File: src/rtl/tone_pkg.sv
// rtl/tone_pkg.sv - note table, FSM state type and helpers shared by tone_scheduler
//
// Holds the eight-entry note frequency table, the scheduler state enum,
// the NOTE_COUNT constant and the fixed-priority key arbiter.
// No ports; import with tone_pkg::*.
package tone_pkg;

  localparam int NOTE_COUNT = 8;
  localparam logic [31:0] RESET_FREQ = 32'd262;

  typedef enum logic [1:0] {
    IDLE,
    LIVE,
    SEQ_NOTE,
    SEQ_GAP
  } tone_state_e;

  // Frequency in Hz of note idx; every entry is non-zero.
  function automatic logic [31:0] note_freq(input logic [2:0] idx);
    case (idx)
      3'd0:    note_freq = 32'd262;
      3'd1:    note_freq = 32'd294;
      3'd2:    note_freq = 32'd330;
      3'd3:    note_freq = 32'd349;
      3'd4:    note_freq = 32'd392;
      3'd5:    note_freq = 32'd440;
      3'd6:    note_freq = 32'd494;
      default: note_freq = 32'd523;
    endcase
  endfunction

  // Fixed priority: the lowest set bit wins. Scanning from the top down
  // lets the last hit (the lowest index) overwrite any earlier one.
  function automatic logic [2:0] lowest_key(input logic [7:0] keys);
    lowest_key = 3'd0;
    for (int i = NOTE_COUNT - 1; i >= 0; i--) begin
      if (keys[i]) lowest_key = 3'(i);
    end
  endfunction

endpackage

File: src/rtl/tone_scheduler_if.sv
// rtl/tone_scheduler_if.sv - request/response bundle between a controller and tone_scheduler
//
// master: drives key_req[7:0], play_start, play_stop; reads the tone outputs.
// slave : reads the requests; drives freq_out[31:0], tone_en, busy, note_idx[2:0].
interface tone_scheduler_if;

  logic [7:0]  key_req;
  logic        play_start;
  logic        play_stop;
  logic [31:0] freq_out;
  logic        tone_en;
  logic        busy;
  logic [2:0]  note_idx;

  modport master (
    output key_req, play_start, play_stop,
    input  freq_out, tone_en, busy, note_idx
  );

  modport slave (
    input  key_req, play_start, play_stop,
    output freq_out, tone_en, busy, note_idx
  );

endinterface

File: src/rtl/ms_tick_gen.sv
// rtl/ms_tick_gen.sv - millisecond time base with synchronous clear
//
// Ports:
//   in_clk  - clock
//   reset   - synchronous, active-high
//   clear   - synchronous restart of the prescaler
//   ms_tick - high for one cycle every TICKS_PER_MS cycles after a clear
module ms_tick_gen #(
  parameter logic [31:0] TICKS_PER_MS = 32'd50_000
) (
  input  logic in_clk,
  input  logic reset,
  input  logic clear,
  output logic ms_tick
);

  logic [31:0] presc_q;

  // Tick on the last cycle of each ms so the consumer sees it in the same cycle
  // the ms completes.
  assign ms_tick = (presc_q == TICKS_PER_MS - 32'd1);

  always_ff @(posedge in_clk) begin
    if (reset || clear) begin
      presc_q <= '0;
    end else if (ms_tick) begin
      presc_q <= '0;
    end else begin
      presc_q <= presc_q + 32'd1;
    end
  end

endmodule

File: src/rtl/tone_scheduler.sv
// rtl/tone_scheduler.sv - live-key / scale-playback tone selector
//
// Ports:
//   in_clk - clock, all logic on the rising edge
//   reset  - synchronous, active-high
//   bus    - tone_scheduler_if.slave:
//              key_req[7:0] held notes, play_start / play_stop pulses in;
//              freq_out[31:0] Hz, tone_en, busy, note_idx[2:0] out (all registered)
module tone_scheduler
  import tone_pkg::*;
#(
  parameter logic [31:0] TICKS_PER_MS = 32'd50_000,
  parameter logic [15:0] NOTE_MS      = 16'd500,
  parameter logic [15:0] GAP_MS       = 16'd50
) (
  input  logic             in_clk,
  input  logic             reset,
  tone_scheduler_if.slave  bus
);

  localparam logic [31:0] NOTE_LAST_MS = {16'd0, NOTE_MS} - 32'd1;
  localparam logic [31:0] GAP_LAST_MS  = {16'd0, GAP_MS} - 32'd1;
  localparam logic [2:0]  LAST_NOTE    = 3'(NOTE_COUNT - 1);

  tone_state_e state_q, state_d;
  logic [31:0] freq_q, freq_d;
  logic        tone_q, tone_d;
  logic        busy_q;
  logic [2:0]  idx_q, idx_d;

  logic [31:0] ms_cnt_q;
  logic        ms_tick;
  logic        ms_clear;
  logic        key_any;
  logic [2:0]  key_win;
  logic        note_done;
  logic        gap_done;

  assign key_any   = |bus.key_req;
  assign key_win   = lowest_key(bus.key_req);
  assign note_done = ms_tick && (ms_cnt_q == NOTE_LAST_MS);
  assign gap_done  = ms_tick && (ms_cnt_q == GAP_LAST_MS);

  // Restart timing on every state change (including GAP->NOTE) and keep it
  // parked outside playback, so each note/gap starts from a fresh ms boundary.
  assign ms_clear = (state_d != state_q) || (state_d == IDLE) || (state_d == LIVE);

  ms_tick_gen #(
    .TICKS_PER_MS(TICKS_PER_MS)
  ) u_ms_tick (
    .in_clk (in_clk),
    .reset  (reset),
    .clear  (ms_clear),
    .ms_tick(ms_tick)
  );

  always_ff @(posedge in_clk) begin
    if (reset || ms_clear) begin
      ms_cnt_q <= '0;
    end else if (ms_tick) begin
      ms_cnt_q <= ms_cnt_q + 32'd1;
    end
  end

  always_ff @(posedge in_clk) begin
    if (reset) begin
      state_q <= IDLE;
      freq_q  <= RESET_FREQ;
      tone_q  <= 1'b0;
      busy_q  <= 1'b0;
      idx_q   <= 3'd0;
    end else begin
      state_q <= state_d;
      freq_q  <= freq_d;
      tone_q  <= tone_d;
      busy_q  <= (state_d != IDLE);
      idx_q   <= idx_d;
    end
  end

  always_comb begin
    state_d = state_q;
    freq_d  = freq_q;
    tone_d  = tone_q;
    idx_d   = idx_q;

    if (key_any) begin
      // Held keys win from every state, including over play_stop.
      state_d = LIVE;
      idx_d   = key_win;
      freq_d  = note_freq(key_win);
      tone_d  = 1'b1;
    end else begin
      case (state_q)
        IDLE: begin
          tone_d = 1'b0;
          if (bus.play_start && !bus.play_stop) begin
            state_d = SEQ_NOTE;
            idx_d   = 3'd0;
            freq_d  = note_freq(3'd0);
            tone_d  = 1'b1;
          end
        end
        LIVE: begin
          state_d = IDLE;
          tone_d  = 1'b0;
        end
        SEQ_NOTE: begin
          tone_d = 1'b1;
          if (bus.play_stop) begin
            state_d = IDLE;
            tone_d  = 1'b0;
          end else if (note_done) begin
            state_d = SEQ_GAP;
            tone_d  = 1'b0;
          end
        end
        SEQ_GAP: begin
          tone_d = 1'b0;
          if (bus.play_stop) begin
            state_d = IDLE;
          end else if (gap_done) begin
            if (idx_q == LAST_NOTE) begin
              state_d = IDLE;
            end else begin
              state_d = SEQ_NOTE;
              idx_d   = idx_q + 3'd1;
              freq_d  = note_freq(idx_q + 3'd1);
              tone_d  = 1'b1;
            end
          end
        end
        default: begin
          state_d = IDLE;
          tone_d  = 1'b0;
        end
      endcase
    end
  end

  assign bus.freq_out = freq_q;
  assign bus.tone_en  = tone_q;
  assign bus.busy     = busy_q;
  assign bus.note_idx = idx_q;

endmodule

File: src/flat_wrapper.sv
// flat-port wrapper written by rule: the top's interface ports become plain ports
module tone_scheduler_flat import tone_pkg::*;
#(
  parameter logic [31:0] TICKS_PER_MS = 32'd50_000,
  parameter logic [15:0] NOTE_MS      = 16'd500,
  parameter logic [15:0] GAP_MS       = 16'd50
)
  (in_clk, reset, bus_key_req, bus_play_start, bus_play_stop, bus_freq_out, bus_tone_en, bus_busy, bus_note_idx);
  tone_scheduler_if bus_i ();
  input  logic in_clk;
  input  logic reset;
  input wire logic [$bits(bus_i.key_req)-1:0] bus_key_req;
  input wire logic [$bits(bus_i.play_start)-1:0] bus_play_start;
  input wire logic [$bits(bus_i.play_stop)-1:0] bus_play_stop;
  output wire logic [$bits(bus_i.freq_out)-1:0] bus_freq_out;
  output wire logic [$bits(bus_i.tone_en)-1:0] bus_tone_en;
  output wire logic [$bits(bus_i.busy)-1:0] bus_busy;
  output wire logic [$bits(bus_i.note_idx)-1:0] bus_note_idx;
  assign bus_i.key_req = bus_key_req;
  assign bus_i.play_start = bus_play_start;
  assign bus_i.play_stop = bus_play_stop;
  assign bus_freq_out = bus_i.freq_out;
  assign bus_tone_en = bus_i.tone_en;
  assign bus_busy = bus_i.busy;
  assign bus_note_idx = bus_i.note_idx;
  tone_scheduler #(.TICKS_PER_MS(TICKS_PER_MS), .NOTE_MS(NOTE_MS), .GAP_MS(GAP_MS)) u_core (.in_clk(in_clk), .reset(reset), .bus(bus_i));
endmodule
File: config.mk
export PLATFORM = sky130hd
export DESIGN_NAME = tone_scheduler_flat
export DESIGN_NICKNAME = d
export VERILOG_FILES = /design/src/rtl/tone_pkg.sv /design/src/rtl/tone_scheduler_if.sv /design/src/rtl/ms_tick_gen.sv /design/src/rtl/tone_scheduler.sv /design/src/flat_wrapper.sv
export SDC_FILE = /design/constraint.sdc
export NUM_CORES = 1
export LEC_CHECK = 0
export ABC_AREA = 1
export CORE_MARGIN = 5
export CORE_UTILIZATION = 30
export CTS_CLUSTER_SIZE = 12
export DETAILED_ROUTE_END_ITERATION = 7
export GPL_TIMING_DRIVEN = 0
export PLACE_DENSITY = 0.53
export SLEW_MARGIN = 20
export SYNTH_ARGS = -nofsm -noshare
export SYNTH_HDL_FRONTEND = slang
export SYNTH_SLANG_ARGS = --single-unit
export TNS_END_PERCENT = 20
File: constraint.sdc
create_clock -name in_clk -period 1.95 [get_ports in_clk]
set_input_delay 0.585 -clock in_clk [delete_from_list [all_inputs] [get_ports in_clk]]
set_output_delay 0.585 -clock in_clk [all_outputs]
set_load 0.02 [all_outputs]
## Word level (Yosys, flattened, before mapping)

Index checks and enable logic that the tools add are counted.

- Add/sub/neg operators: 3
- Equality and inequality tests: 25
- Muxes and demuxes: 38
- Reductions and logical operators: 16

Operators by type and width:

| kind | count |
|---|---|
| 2-to-1 mux 32 bit | 5 |
| case mux 10 bit (7 select lines) | 2 |
| adder 32 x 1 -> 32 bit (second input constant) | 2 |
| case mux 32 bit (2 select lines) | 1 |
| 2-to-1 mux 3 bit | 13 |
| equality test 32 x 16 -> 1 bit (second input constant) | 1 |
| equality test 32 x 6 -> 1 bit (second input constant) | 1 |
| equality test 32 x 9 -> 1 bit (second input constant) | 1 |
| equality test 3 bit (second input constant) | 7 |
| 2-to-1 mux 2 bit | 7 |
| equality test 3 x 2 -> 1 bit (second input constant) | 4 |
| case mux 2 bit (4 select lines) | 1 |
| OR reduction 8 bit | 1 |
| 2-to-1 mux 1 bit | 7 |
| equality test 3 x 1 -> 1 bit (second input constant) | 2 |
| logical NOT 3 bit | 2 |
| != test 3 x 1 -> 1 bit (second input constant) | 2 |
| != test 3 x 2 -> 1 bit (second input constant) | 2 |
| case mux 3 bit (2 select lines) | 1 |
| AND reduction 5 bit | 1 |
| equality test 2 x 1 -> 1 bit (second input constant) | 2 |
| equality test 2 bit (second input constant) | 2 |
| logical NOT 2 bit | 2 |
| case mux 1 bit (4 select lines) | 1 |
| other kinds (8) | 12 |

- Bits in registers: 103
- Output and inout port bits: 37
- Word-level logic and storage cells: 89

## Logic depth before layout (Yosys ltp)

Gate-level depths: netlist of run 1.

- Depth in word-level cells: 11
- Mapped depth: 17

## Hierarchy

From an unflattened synthesis of run 1, not the netlist that was laid out.

- Cell total of the unflattened synthesis: 790
- Area total of the unflattened synthesis: 5252.5 sq um

Modules (own cells, without submodules):

| module | times used | cells an instance | area an instance (sq um) |
|---|---|---|---|
| tone_scheduler | 1 | 472 | 3353.2 |
| ms_tick_gen | 1 | 318 | 1899.3 |

## Least setup slack after synthesis of run 1

OpenSTA, ideal clock, no wires.

- Kind: input to register
- Start: in bus_key_req[7]
- End: reg u_core.u_ms_tick.presc_q[3]
- Setup time: 0.062 ns
- Arrival: 1.989 ns
- Slack: -0.101 ns
- Cell stages on the path: 14
- Buffers on the path: 1
- Path through: nor2_1 inv_1 nor2_2 inv_2 nor2_4 inv_1 a31oi_1 nand2_1 nand2_1 nand2_1 nor2_4 nand2_4 buf_6 nor2_2

- Word-level cells in the longest chain between the ends: 7

Ends and longest elaborated chain:

| element | RTL line | source |
|---|---|---|
| start: declaration | flat_wrapper.sv:12 | `input wire logic [$bits(bus_i.key_req)-1:0] bus_key_req;` |
| OR reduction 8 bit (*) | tone_scheduler.sv:39 | `assign key_any = \|bus.key_req;` |
| 2-to-1 mux 2 bit (*) | tone_scheduler.sv:87 | `if (key_any) begin` |
| != test 2 bit or logical NOT 2 bit (tied branches) | tone_scheduler.sv:46 | `assign ms_clear = (state_d != state_q) \|\| (state_d == IDLE) \|\| (state_d == LIVE);` |
| logical OR 1 bit | tone_scheduler.sv:46 |  |
| logical OR 1 bit (*) | tone_scheduler.sv:46 |  |
| logical OR 1 bit (*) | ms_tick_gen.sv:24 | `if (reset \|\| clear) begin` |
| OR reduction 2 bit (no line) (*) | n/a |  |
| end signal: assignment | ms_tick_gen.sv:29 | `presc_q <= presc_q + 32'd1;` |
| end: declaration | ms_tick_gen.sv:17 | `logic [31:0] presc_q;` |

Every way passes the cells marked *; elsewhere a longest branch is shown, timed or not.
A chain may end at the register's enable or synchronous reset.

## Worst setup path in the final report of run 1

- Start: in bus_key_req[5]
- End: reg u_core.u_ms_tick.presc_q[11]

The elaborated chain is that of the path after synthesis.

==> flow_summary.json, run 1 <==
{
  "drtPass1Iterations": 4,
  "fin_cells": 1035,
  "nets": 839,
  "rsz0062_at_grt": "true",
  "regToRegStartpoint": "u_core.state_q[0]",
  "critPathLaunch": "bus_key_req[5]",
  "grt_max_degree": 13,
  "die_area_sq_um": 19800,
  "cts_tree": "yes",
  "finalCritPeriodShare": 1.06,
  "synth_edf_count": 0,
  "grt_use_total": 0.118,
  "routedWlPerCell_microns": 11.1,
  "reg2reg_depth": 12,
  "grt_pass1_wl_microns": 19500,
  "cts.sinks": 81,
  "clock.fmax_ghz": 0.484,
  "p_leak_nw": 2.58,
  "vias_per_cell": 4.27,
  "max_cap_viol_count": 0,
  "yosys.area.top_type_share": 0.316,
  "syn-mean-instance-area_sq_um": 7.00,
  "drcViolationCount": 0,
  "core_area_sq_um": 16700,
  "clock_latency_ns": 0.34,
  "synth.distinct_cells": 36,
  "required_ns": 2.23,
  "io_pins": 49,
  "die_w_microns": 141,
  "htreeDepth": 3,
  "antenna_found_initial": 0,
  "io_buffer_count": 26,
  "finalCriticalPeriod_ns": 2.06,
  "cts_made_buffers": 9,
  "first_iter_violations": 219,
  "layout_setup_ws_ns": -0.114,
  "rows": 47,
  "crit_path_end_kind": "flip-flop",
  "ys_top_cells_by_count": "nand2_1 (124), nor2_1 (106), inv_1 (104)",
  "drive_gt1_frac": 0.299,
  "initial_core_util": 0.307,
  "outcome": "finished with violations",
  "crit_fanout": 10,
  "cts_buffer_depth": 2,
  "drtAntennaViolNets": 0,
  "gp_congestion": 0.837,
  "failed_checks": "negative setup slack",
  "synth_ff_type": "dfxtp_1",
  "ys_async_sr_fraction": 0,
  "clock_skew_ns": 0.00894,
  "crit_end": "u_core.u_ms_tick.presc_q[11]",
  "grt_pass1_vias": 4202,
  "ys_ff_latch": 81,
  "slew_violations": 0,
  "crit_type": "input port to flip-flop",
  "synth_top_area_cell": "dfxtp_1",
  "clk_pin_slew_ns": 0.06,
  "syn_to_final_growth_pct": 29.1,
  "timing.rr.end": "u_core.u_ms_tick.presc_q[11]",
  "ir_drop_mv": 0.377,
  "dp.cells": 999,
  "syn_area_sq_um": 5130,
  "hpwlAfterDp_microns": 8370,
  "rrSetupSlack_ns": -0.11,
  "hold_viol_final": 0,
  "hold_path_class": "flip-flop to flip-flop",
  "setup_violations": 62,
  "grt.overflow.total": 0,
  "die_h_microns": 141,
  "yosysMostFrequentCell": "nand2_1",
  "start_kind": "input port",
  "antenna_cells": 0,
  "synthCells": 732,
  "p_per_area_nw_per_um2": 541,
  "crit_arrival_ns": 2.34,
  "drt_wl_total_microns": 11500,
  "synth-seq-area-share": 0.316,
  "p_total_mw": 3.58,
  "dr_total_vias": 4416,
  "synth_area_leaders": "dfxtp_1 (32%), nand2_1 (9.1%), nor2_2 (7.8%)",
  "cts_root_buf": "clkbuf_16",
  "yosys_warnings": 0
}
==> timing repair <==
item / CTS / global route
cloned: 0 / 1
buffers inserted: 9 / 13
endpoints found under the setup margin: 80 / 78
gates resized for setup: 37 / 94
hold buffers: 0 / 0
pin swaps: 9 / 22
==> how the worst min path moves through the flow <==
stage                                     start                           to  slack [ns]  depth (start not counted)
finish              u_core.u_ms_tick.presc_q[0]  u_core.u_ms_tick.presc_q[0]        0.44                          1
detailed placement  u_core.u_ms_tick.presc_q[0]  u_core.u_ms_tick.presc_q[0]        0.44                          1
CTS                 u_core.u_ms_tick.presc_q[0]  u_core.u_ms_tick.presc_q[0]        0.45                          1
floorplan           u_core.u_ms_tick.presc_q[0]  u_core.u_ms_tick.presc_q[0]        0.43                          1
global route        u_core.u_ms_tick.presc_q[0]  u_core.u_ms_tick.presc_q[0]        0.46                          1
global placement    u_core.u_ms_tick.presc_q[0]  u_core.u_ms_tick.presc_q[0]        0.44                          1
==> where the power goes <==
part / internal (mW) / total (mW) / switching, mW
clock: 1.01 / 1.68 / 0.669
combinational: 0.0951 / 0.231 / 0.136
sequential: 1.66 / 1.67 / 0.0103
total: 2.77 / 3.58 / 0.815
==> logic make-up after synthesis <==
kind of cell / after synthesis / synth area share
xor+xnor: 58 / 0.0991
other cells: 1 / 0.000731
simple gates: 385 / 0.363
compound gates: 49 / 0.0530
fa+ha+maj: 15 / 0.0366
flops: 81 / 0.316
buf+inv: 143 / 0.132
==> metal layers <==
metal	up-vias	wire [microns]	global-route usage
li1	2382	-	-
met1	1957	5650	0.164
met2	63	5280	0.184
met3	14	441	0.0254
met4	0	140	0.0352
met5	-	0	0
==> sequential cells by signal (all words and copies together) (netlist names) <==
| signal | cells |
|---|---|
| u_core.bus.note_idx | 3 |
| u_core.ms_cnt_q | 32 |
| u_core.u_ms_tick.presc_q | 32 |
| u_core.bus.busy | 1 |
| u_core.bus.freq_out | 10 |
| u_core.bus.tone_en | 1 |
| u_core.state_q | 2 |
==> final cells by class <==
class                      instances  area, sq um
clock inverter                     3         42.5
fill                            1724        10100
clock buffer                      11          243
sequential                        81         1650
multi-input combinational        529         3250
buffer                            33          302
inverter                         109          412
timing repair buffer              49          448
tap                              220          275
==> per-stage QoR <==
step	setup WS (ns)	util	hold slack, ns	cell area (sq um)	TNS [ns]
floorplan	-0.0147	-	0.427	5240	-0.437
global placement	-0.823	0.346	0.438	5770	-58.14
detailed placement	-0.829	0.346	0.440	5770	-58.50
CTS	-0.146	0.373	0.448	6230	-7.62
global route	-0.281	0.396	0.456	6620	-15.77
finish	-0.114	0.396	0.444	6620	-5.11
==> worst max-delay path: stages <==
cell and delay [ns]:
dlygate4sd2_1 0.27, nor2_4 0.12, inv_2 0.06, nor2_4 0.12, inv_2 0.05, nor2_4 0.13, inv_4 0.07, a31oi_4 0.16
nand2_2 0.09, nand2_2 0.06, nand2_2 0.06, nor2_4 0.16, nand2_4 0.14, buf_12 0.18, nor2_2 0.08
==> layout by cell type (no fill, tap or decap), types with 6 or more instances in the layout <==
master	count
ha_1	13
nor2_1	74
nand2_2	22
nand2_1	105
dfxtp_2	16
nand4_1	20
nand3_2	8
nor3_1	11
clkdlybuf4s50_1	15
nor2_4	23
conb_1	22
xor2_1	39
clkbuf_16	10
inv_2	6
a21oi_1	9
o21ai_0	22
dfxtp_1	62
buf_4	45
inv_1	102
a31oi_1	6
nand3_1	26
xnor2_1	19
nor2_2	80
dlygate4sd2_1	8
(Power assumes the default switching activity.)
==> run 2, diff against run 1 <==
==> constraint.sdc (replaced) <==
create_clock -name in_clk -period 1.7 [get_ports in_clk]
set_input_delay 0.51 -clock in_clk [delete_from_list [all_inputs] [get_ports in_clk]]
set_output_delay 0.51 -clock in_clk [all_outputs]
set_load 0.02 [all_outputs]
==> run 2 against run 1 <==
Effect of this change: the run still ends with negative setup slack left; clock skew grew 0.0025 ns; clock power grew 17%; critical path depth is the same; non-clock buffer count is the same; clock-buffer cell count shrank 1; flip-flop and latch count is the same; die area is the same; sequential power grew 14%; critical endpoint is now u_core.ms_cnt_q[26]; largest cell class unchanged; largest power group unchanged; highest routed layer unchanged.
==> flow_summary.json, run 2 (synthesis gave the netlist of run 1 again) <==
{
  "slew_violations": 0,
  "drt_wl_total_microns": 11700,
  "die_w_microns": 141,
  "p_per_area_nw_per_um2": 615,
  "critPathLaunch": "u_core.u_ms_tick.presc_q[0]",
  "crit_chain": "ha_4 -> nand3_4 -> nor2_1 -> nand2_1 -> nor2_4 -> nand2_2 -> nand2_1 -> nand4_1 -> nand3_2 -> nand3_2 -> nor2_4 -> buf_12 -> inv_8 -> buf_6 -> nor2_1",
  "first_iter_violations": 178,
  "hold_path_class": "flip-flop to flip-flop",
  "gp_congestion": 0.809,
  "crit_fanout": 10,
  "ir_drop_mv": 0.351,
  "die_area_sq_um": 19800,
  "die_h_microns": 141,
  "finalCriticalPeriod_ns": 2.11,
  "nFillCells": 1790,
  "cts.sinks": 81,
  "maxSlewHeadroom": 0.664,
  "power_switching_share": 0.239,
  "postPlaceCellArea_sq_um": 5800,
  "crit_slowest_cell": "dfxtp_4",
  "utilization": 0.404,
  "drcViolationCount": 0,
  "clock_skew_ns": 0.0114,
  "cts_buffer_depth": 2,
  "grt_pass1_wl_microns": 19100,
  "slowest_delay_ns": 0.37,
  "layout_setup_ws_ns": -0.411,
  "regToRegStartpoint": "u_core.u_ms_tick.presc_q[0]",
  "holdWs_ns": 0.446,
  "required_ns": 1.98,
  "hold_viol_final": 0,
  "p_leak_nw": 2.63,
  "routedWlPerCell_microns": 11.3,
  "crit_arrival_ns": 2.39,
  "antenna_cells": 0,
  "drive_gt1_frac": 0.296,
  "stdcell_area_sq_um": 6740,
  "vias_per_cell": 4.31,
  "failed_checks": "negative setup slack",
  "ff_latch_area_sq_um": 1660,
  "finalCritPeriodShare": 1.24,
  "dr_total_vias": 4470,
  "crit_path_end_kind": "flip-flop",
  "grt_use_total": 0.115,
  "rows": 47,
  "cts_tree": "yes",
  "clk_pin_slew_ns": 0.07,
  "ctsHoldBuffers": 0,
  "intPower_mw": 3.15,
  "outcome": "finished with violations",
  "grt_max_degree": 15,
  "drtAntennaViolNets": 0,
  "tightest_slew_ns": 0.503,
  "cts_root_buf": "clkbuf_16",
  "antenna_found_initial": 0,
  "htreeDepth": 3,
  "max_cap_viol_count": 0,
  "cts_made_buffers": 9,
  "mostFrequentLayoutCell": "nand2_1",
  "fin_setup_tns_ns": -27.46,
  "p_seq_frac": 0.462,
  "nets": 839,
  "grt.overflow.total": 0,
  "initial_core_util": 0.307,
  "syn_to_final_growth_pct": 31.4,
  "drtPass1Iterations": 6,
  "multi_input_area_sq_um": 3270,
  "grt_pass1_vias": 4084,
  "start_kind": "flip-flop",
  "crit_type": "flip-flop to flip-flop",
  "rsz0062_at_grt": "true",
  "clock.fmax_ghz": 0.474,
  "io_pins": 49,
  "core_area_sq_um": 16700,
  "switchingPower_mw": 0.990,
  "hpwlAfterDp_microns": 8310,
  "final_cell_mix": "nand2_1 (108), inv_1 (100), nor2_1 (84)",
  "clkPwrFrac": 0.475,
  "clock_latency_ns": 0.34,
  "min_from": "u_core.u_ms_tick.presc_q[0]",
  "io_buffer_count": 26,
  "p_comb_frac": 0.062,
  "setup_violations": 78
}
==> run 2: cell types whose count changed in the layout (fill, tap and decap cells not counted), sizes merged <==
cell / delta
inv: +1
dlymetal6s2s: -2
clkinvlp: -1
clkdlybuf4s50: -9
clkinv: +3
clkbuf: +1
dlygate4sd2: +11
buf: -2
==> run 2: what timing repair did <==
action	CTS	global route
buffers inserted	9	11
cloned	0	3
pin swaps	12	34
gates resized for setup	50	99
endpoints found under the setup margin	95	81
==> run 2: path summary, 6_finish.rpt <==
path | cells after the start | to | slack, ns
setup reg to reg | 15 | u_core.ms_cnt_q[26] | -0.41
hold reg to reg | 1 | u_core.u_ms_tick.presc_q[0] | 0.45
setup / recovery | 15 | u_core.ms_cnt_q[26] | -0.41
hold / removal | 1 | u_core.u_ms_tick.presc_q[0] | 0.45
==> run 2: through the flow <==
step | instances | setup WS (ns) | power [mW]
CTS | 1024 | -0.379 | 4.21
global route | 1037 | -0.577 | 4.34
floorplan | 753 | -0.195 | 2.14
detailed placement | 999 | -0.943 | 2.22
global placement | 999 | -0.954 | 2.22
finish | 1037 | -0.411 | 4.14
==> run 2: per-layer routing <==
layer / GRT usage / up-vias / share of wire
met3: 0.0207 / 17 / 0.024
li1: - / 2392 / -
met2: 0.183 / 48 / 0.46
met5: 0 / - / 0
met1: 0.159 / 2013 / 0.50
met4: 0.0398 / 0 / 0.013
==> run 2: power by group through the flow <==
stage               registers, mW  logic (mW)  clock network (mW)
floorplan                    1.98       0.162                   0
global placement             1.96       0.257                   0
detailed placement           1.96       0.255                   0
CTS                          1.92       0.250                2.04
global route                 1.91       0.285                2.14
finish                       1.91       0.259                1.97
==> run 2: layout make-up <==
class / count / share of cell area
Timing Repair Buffer: 49 / 0.0750
Tap cell: 220 / 0.0408
Sequential cell: 81 / 0.247
Clock buffer: 10 / 0.0340
Clock inverter: 6 / 0.00984
Buffer: 33 / 0.0460
Inverter: 109 / 0.0622
Multi-Input combinational cell: 529 / 0.485
==> run 2: critical path: cells and delay by family, from the launching register on <==
kind	cells	cell delay, ns
and+or+nand+nor	11	1.20
adders and majority gates	1	0.15
DFF	1	0.37
buffers and inverters	3	0.31
